### src/rtl/cpu_pkg.sv
// Shared CPU-side definitions for the instruction issue queue: NOP encoding,
// default instruction width and the queue occupancy states.
package cpu_pkg;

    localparam int          XLEN_DEFAULT = 32;
    localparam logic [31:0] NOP_INSTR    = 32'h0000_0013;

    typedef enum logic [1:0] {
        OCC_EMPTY   = 2'd0,
        OCC_PARTIAL = 2'd1,
        OCC_FULL    = 2'd2
    } occ_state_e;

endpackage

### src/rtl/instr_queue_mem.sv
// DEPTH x XLEN instruction storage: one synchronous write port and one
// asynchronous read port. Contents are not reset.
module instr_queue_mem #(
    parameter int DEPTH = 8,
    parameter int XLEN  = 32,
    parameter int AW    = $clog2(DEPTH)
) (
    input  logic            clk,
    input  logic            we,
    input  logic [AW-1:0]   waddr,
    input  logic [XLEN-1:0] wdata,
    input  logic [AW-1:0]   raddr,
    output logic [XLEN-1:0] rdata
);

    logic [XLEN-1:0] mem_q [DEPTH];

    // Write port: store the pushed word at the write pointer.
    always_ff @(posedge clk) begin
        if (we) begin
            mem_q[waddr] <= wdata;
        end
    end

    assign rdata = mem_q[raddr];

endmodule

### src/rtl/instr_issue_queue.sv
// Instruction issue queue feeding a registered instr/instr_valid pair to the CPU.
// Optional empty-queue bypass (1-edge latency) is enabled by INSTR_QUEUE_BYPASS_EN.
module instr_issue_queue
    import cpu_pkg::*;
#(
    parameter int DEPTH = 8,
    parameter int XLEN  = XLEN_DEFAULT
) (
    input  logic                       clk,
    input  logic                       rst,
    input  logic                       in_valid,
    input  logic [XLEN-1:0]            in_instr,
    output logic                       in_ready,
    input  logic                       hold,
    input  logic                       flush,
    output logic [XLEN-1:0]            instr,
    output logic                       instr_valid,
    output logic [$clog2(DEPTH):0]     count,
    output logic [31:0]                issued_cnt
);

    localparam int AW = $clog2(DEPTH);
    localparam int CW = AW + 1;
    localparam logic [XLEN-1:0] NOP_W = XLEN'(NOP_INSTR);

    logic [AW-1:0]   wr_ptr_q, wr_ptr_d, rd_ptr_q, rd_ptr_d;
    logic [CW-1:0]   count_q, count_d;
    occ_state_e      state_q, state_d;
    logic [XLEN-1:0] instr_q, instr_d, head_s;
    logic            valid_q, valid_d;
    logic [31:0]     issued_q, issued_d;
    logic            in_ready_s, push_s, pop_s, bypass_s, store_s, we_s;

    // Handshake decode: push, pop and (optionally) the empty-queue bypass.
    always_comb begin
        in_ready_s = (state_q != OCC_FULL);
        pop_s      = !hold && !flush && (state_q != OCC_EMPTY);
        push_s     = in_valid && in_ready_s && !flush;
`ifdef INSTR_QUEUE_BYPASS_EN
        bypass_s   = push_s && !hold && (state_q == OCC_EMPTY);
`else
        bypass_s   = 1'b0;
`endif
        store_s    = push_s && !bypass_s;
        we_s       = store_s && !rst;
    end

    instr_queue_mem #(
        .DEPTH (DEPTH),
        .XLEN  (XLEN),
        .AW    (AW)
    ) u_mem (
        .clk   (clk),
        .we    (we_s),
        .waddr (wr_ptr_q),
        .wdata (in_instr),
        .raddr (rd_ptr_q),
        .rdata (head_s)
    );

    // Pointer, occupancy count and occupancy FSM next state.
    always_comb begin
        wr_ptr_d = wr_ptr_q;
        rd_ptr_d = rd_ptr_q;
        count_d  = count_q;
        state_d  = state_q;
        if (flush) begin
            wr_ptr_d = {AW{1'b0}};
            rd_ptr_d = {AW{1'b0}};
            count_d  = {CW{1'b0}};
            state_d  = OCC_EMPTY;
        end else begin
            if (store_s) begin
                wr_ptr_d = wr_ptr_q + AW'(1);
            end else begin
                wr_ptr_d = wr_ptr_q;
            end
            if (pop_s) begin
                rd_ptr_d = rd_ptr_q + AW'(1);
            end else begin
                rd_ptr_d = rd_ptr_q;
            end
            case ({store_s, pop_s})
                2'b10:   count_d = count_q + CW'(1);
                2'b01:   count_d = count_q - CW'(1);
                default: count_d = count_q;
            endcase
            case (state_q)
                OCC_EMPTY: begin
                    if (store_s && !pop_s) begin
                        state_d = OCC_PARTIAL;
                    end else begin
                        state_d = OCC_EMPTY;
                    end
                end
                OCC_PARTIAL: begin
                    if (store_s && !pop_s && (count_q == CW'(DEPTH - 1))) begin
                        state_d = OCC_FULL;
                    end else if (pop_s && !store_s && (count_q == CW'(1))) begin
                        state_d = OCC_EMPTY;
                    end else begin
                        state_d = OCC_PARTIAL;
                    end
                end
                OCC_FULL: begin
                    if (pop_s && !store_s) begin
                        state_d = OCC_PARTIAL;
                    end else begin
                        state_d = OCC_FULL;
                    end
                end
                default: state_d = OCC_EMPTY;
            endcase
        end
    end

    // Issue register: flush beats hold; idle cycles present NOP as filler.
    always_comb begin
        instr_d  = instr_q;
        valid_d  = valid_q;
        issued_d = issued_q;
        if (flush) begin
            instr_d = NOP_W;
            valid_d = 1'b0;
        end else if (hold) begin
            instr_d = instr_q;
            valid_d = valid_q;
        end else if (pop_s) begin
            instr_d  = head_s;
            valid_d  = 1'b1;
            issued_d = issued_q + 32'd1;
        end else if (bypass_s) begin
            instr_d  = in_instr;
            valid_d  = 1'b1;
            issued_d = issued_q + 32'd1;
        end else begin
            instr_d = NOP_W;
            valid_d = 1'b0;
        end
    end

    // State registers with synchronous reset.
    always_ff @(posedge clk) begin
        if (rst) begin
            wr_ptr_q <= {AW{1'b0}};
            rd_ptr_q <= {AW{1'b0}};
            count_q  <= {CW{1'b0}};
            state_q  <= OCC_EMPTY;
            instr_q  <= NOP_W;
            valid_q  <= 1'b0;
            issued_q <= 32'd0;
        end else begin
            wr_ptr_q <= wr_ptr_d;
            rd_ptr_q <= rd_ptr_d;
            count_q  <= count_d;
            state_q  <= state_d;
            instr_q  <= instr_d;
            valid_q  <= valid_d;
            issued_q <= issued_d;
        end
    end

    assign in_ready    = in_ready_s;
    assign instr       = instr_q;
    assign instr_valid = valid_q;
    assign count       = count_q;
    assign issued_cnt  = issued_q;

endmodule
### config.mk
export PLATFORM = sky130hd
export DESIGN_NAME = instr_issue_queue
export DESIGN_NICKNAME = d
export VERILOG_FILES = /design/src/rtl/cpu_pkg.sv /design/src/rtl/instr_queue_mem.sv /design/src/rtl/instr_issue_queue.sv
export SDC_FILE = /design/constraint.sdc
export NUM_CORES = 1
export LEC_CHECK = 0
export ABC_AREA = 1
export CELL_PAD_IN_SITES_DETAIL_PLACEMENT = 0
export CELL_PAD_IN_SITES_GLOBAL_PLACEMENT = 2
export CORE_ASPECT_RATIO = 1.2
export CORE_MARGIN = 5
export CORE_UTILIZATION = 38
export CTS_CLUSTER_SIZE = 24
export DETAILED_ROUTE_END_ITERATION = 10
export PLACE_DENSITY = 0.82
export SKIP_CTS_REPAIR_TIMING = 1
export SKIP_LAST_GASP = 1
export SYNTH_ARGS = -nofsm -noshare
export SYNTH_HDL_FRONTEND = slang
export SYNTH_SLANG_ARGS = --single-unit
### constraint.sdc
create_clock -name clk -period 4.4 [get_ports clk]
set_input_delay 0.88 -clock clk [delete_from_list [all_inputs] [get_ports clk]]
set_output_delay 0.88 -clock clk [all_outputs]
set_load 0.1 [all_outputs]
==> results.sh <==
export IMPL_overflow=0
export IMPL_wire_per_inst_um=17.4
export IMPL_cts_buffers=36
export IMPL_setup_viol=0
export IMPL_grt_max_degree=94
export IMPL_fin_util_pct=45.6
export IMPL_antenna_found_initial=1
export IMPL_gp_congestion=0.757
export IMPL_synth_top_family_by_area="simple AND/OR/NAND/NOR gates"
export IMPL_vdd_drop_max_v=0.000223
export IMPL_hp_class="register to register"
export IMPL_pin_count=107
export IMPL_yosys_warnings=0
export IMPL_cts_tree="done"
export IMPL_synthDistinctLibCells=29
export IMPL_layout_setup_ws_ns=1.30
export IMPL_synth_most_common_cell="nand2_1"
export IMPL_setup_tns_ns=0
export IMPL_run_status="finished clean"
export IMPL_die_area_sq_um=39800
export IMPL_ys_flop_type="edfxtp_1"
export IMPL_crit_buf_inv=2
export IMPL_chipHeight_um=218
export IMPL_remaining_drc_errors=0
export IMPL_synthXorXnorAreaFrac_pct=0.128
export IMPL_worstMarginPinSlew_ns=1.10
export IMPL_chipWidth_um=183
export IMPL_post_route_period_util_pct=70.5
export IMPL_min_period_ns=3.10
export IMPL_synth_nets=1372
export IMPL_drt_initial_drc_count=612
export IMPL_placed_cell_area_sq_um=15200
export IMPL_crit_path_end_kind="output pin"
export IMPL_yosysSeqAreaShare_pct=68.0
export IMPL_synth_compound_area_share_pct=5.98
export IMPL_cts_root_buf="clkbuf_16"
export IMPL_synthTopCellsByArea="edfxtp_1 56%, dfxtp_1 12%, nand2_1 7.4%"
export IMPL_first_global_vias=9333
export IMPL_startpoint_type="register"
export IMPL_syn_inst=1327
export IMPL_crit_slowest_cell="clkdlybuf4s50_1"
export IMPL_skew_ns=0.00809
export IMPL_post_place_ws_ns=0.873
export IMPL_cp_required_ns=3.52
export IMPL_critPathKind="register to output pin"
export IMPL_synth_common_cells="269 x nand2_1, 256 x edfxtp_1, 256 x nor2_1"
export IMPL_clock_path_buffers=3
export IMPL_grtUsageTotal_pct=16.7
export IMPL_max_slew_margin_rel_pct=26.9
export IMPL_arrival_ns=2.22
export IMPL_initial_core_util_pct=38.2
export IMPL_core_area_sq_um=35800
export IMPL_drt_vias_per_instance=4.92
export IMPL_hpwlAfterDp_um=19300
export IMPL_maxCapViolCount=0
export IMPL_num_vias=9440
export IMPL_synth_edf_count=256
export IMPL_critPathMaxStageDelay_ns=1.15
export IMPL_grt_first_pass_wirelength_um=52600
export IMPL_hold_viol_final=0
export IMPL_fp_row_count=76
export IMPL_synth_simple_area_share_pct=21.2
export IMPL_finalNonFillerCells=1920
export IMPL_htreeDepth=2
export IMPL_fmax_mhz=322
export IMPL_ys_seq_elements=336
export IMPL_clkSinkCount=336
export IMPL_async_reset_ff_share_pct=0
export IMPL_netlist_area_sq_um=13700
export IMPL_synth_top_area_cell="edfxtp_1"
export IMPL_muxShareOfSynthArea_pct=0
export IMPL_design_area_sq_um=16300
export IMPL_dr_pass1_iters=5
export IMPL_total_leakage_power_nw=5.55
export IMPL_clkLatencyLatePin_ns=0.52
export IMPL_drive_above_1_share_pct=6.41
export IMPL_clkTransAtPathRegs_ns=0.06
export IMPL_syn_to_final_growth_pct=19.5
export IMPL_nets=1469
export IMPL_synth_fa_ha_area_share_pct=0.733
export IMPL_worst_path_max_fanout=5
export IMPL_syn_avg_cell_area_sq_um=10.3
export IMPL_crit_family="buffers and inverters"
export IMPL_yosys_area_top_type_share_pct=56.3
export IMPL_detail_route_antenna_nets=0
export IMPL_slew_viol_final=0
export IMPL_routed_wl_um=33400
export IMPL_portBuffers=106
export IMPL_p_per_area_nw_per_um2=400
export IMPL_path_cells="inv_1, nand2_1, clkdlybuf4s50_1"
export IMPL_dp_cells=1854
export IMPL_rsz0062_at_grt="false"
## registers in the layout, summed over array words and instances, names as in the netlist, named ones only
signal / count
instr_valid: 1
count: 4
rd_ptr_q: 3
state_q: 2
issued_cnt: 32
instr: 32
wr_ptr_q: 3
u_mem.mem_q: 256
## layer usage
metal	track usage, %	vias up	routed length [um]	share of wire [%]
met5	0	-	0	0
met2	28.1	184	16300	49
met4	3.97	0	474	1.4
met1	22.1	4514	14900	45
li1	-	4706	-	-
met3	3.60	36	1760	5.3
## cell type report
class                           count  area (sq um)
Antenna cell                        1          2.50
Clock inverter                     16           158
Inverter                           59           223
Clock buffer                       49           971
Sequential cell                   336          9300
Timing Repair Buffer              123          1200
Multi-Input combinational cell    868          3880
Fill cell                        3426         19400
Tap cell                          468           586
## final timing paths
kind | from | endpoint | slack [ns] | cells after the start
worst max-delay path | state_q[0]$_SDFF_PP0_ | in_ready | 1.30 | 3
worst min-delay path | rd_ptr_q[2]$_SDFFE_PP0N_ | rd_ptr_q[2]$_SDFFE_PP0N_ | 0.45 | 1
worst max register to register | register | instr[0]$_SDFFE_PP1N_ | 1.32 | 8
worst min register to register | rd_ptr_q[2]$_SDFFE_PP0N_ | rd_ptr_q[2]$_SDFFE_PP0N_ | 0.45 | 1
## worst register-to-register path: stages, from the launching register on
cell and delay, ns:
dfxtp_4 0.81, clkinv_2 0.95, buf_4 0.57, nand2_1 0.12
nand3_1 0.07, nand3_1 0.14, nand3_1 0.13, o21ai_1 0.13
nand2_1 0.06
## report_power, final
group / internal (mW) / switching [mW] / total [mW] / leakage (nW)
Combinational: 0.0537 / 0.118 / 0.171 / 2.05
Clock: 1.73 / 1.20 / 2.93 / 0.543
Sequential: 3.42 / 0.00662 / 3.43 / 2.95
## cell families (layout without fill, tap and decap cells)
kind of cell / count (synthesis) / after routing
flip-flops: 336 / 336
other: 0 / 1
XOR/XNOR: 2 / 2
adder cells (fa/ha/maj): 8 / 8
AO/OA/AOI/OAI: 162 / 162
AND/OR/NAND/NOR: 696 / 696
buffers and inverters: 123 / 247
## cell usage in the layout (no fill, tap or decap), types with 37 or more instances in the layout
master | synthesis | routed
edfxtp_1 | 256 | 256
clkdlybuf4s50_1 | 0 | 105
dfxtp_1 | 80 | 78
nand2_1 | 269 | 269
inv_1 | 55 | 55
nand3_1 | 135 | 135
nor2_1 | 256 | 248
a21oi_1 | 52 | 52
o21ai_0 | 94 | 94
clkbuf_16 | 0 | 37
## through the flow
stage | hold WS [ns] | power (mW)
after global placement | 0.427 | 3.67
after CTS | 0.454 | 6.61
final | 0.452 | 6.53
after floorplan | 0.412 | 3.58
after global routing | 0.468 | 6.75
after detailed placement | 0.446 | 3.67
No activity file was read; power rests on OpenSTA's default activity.
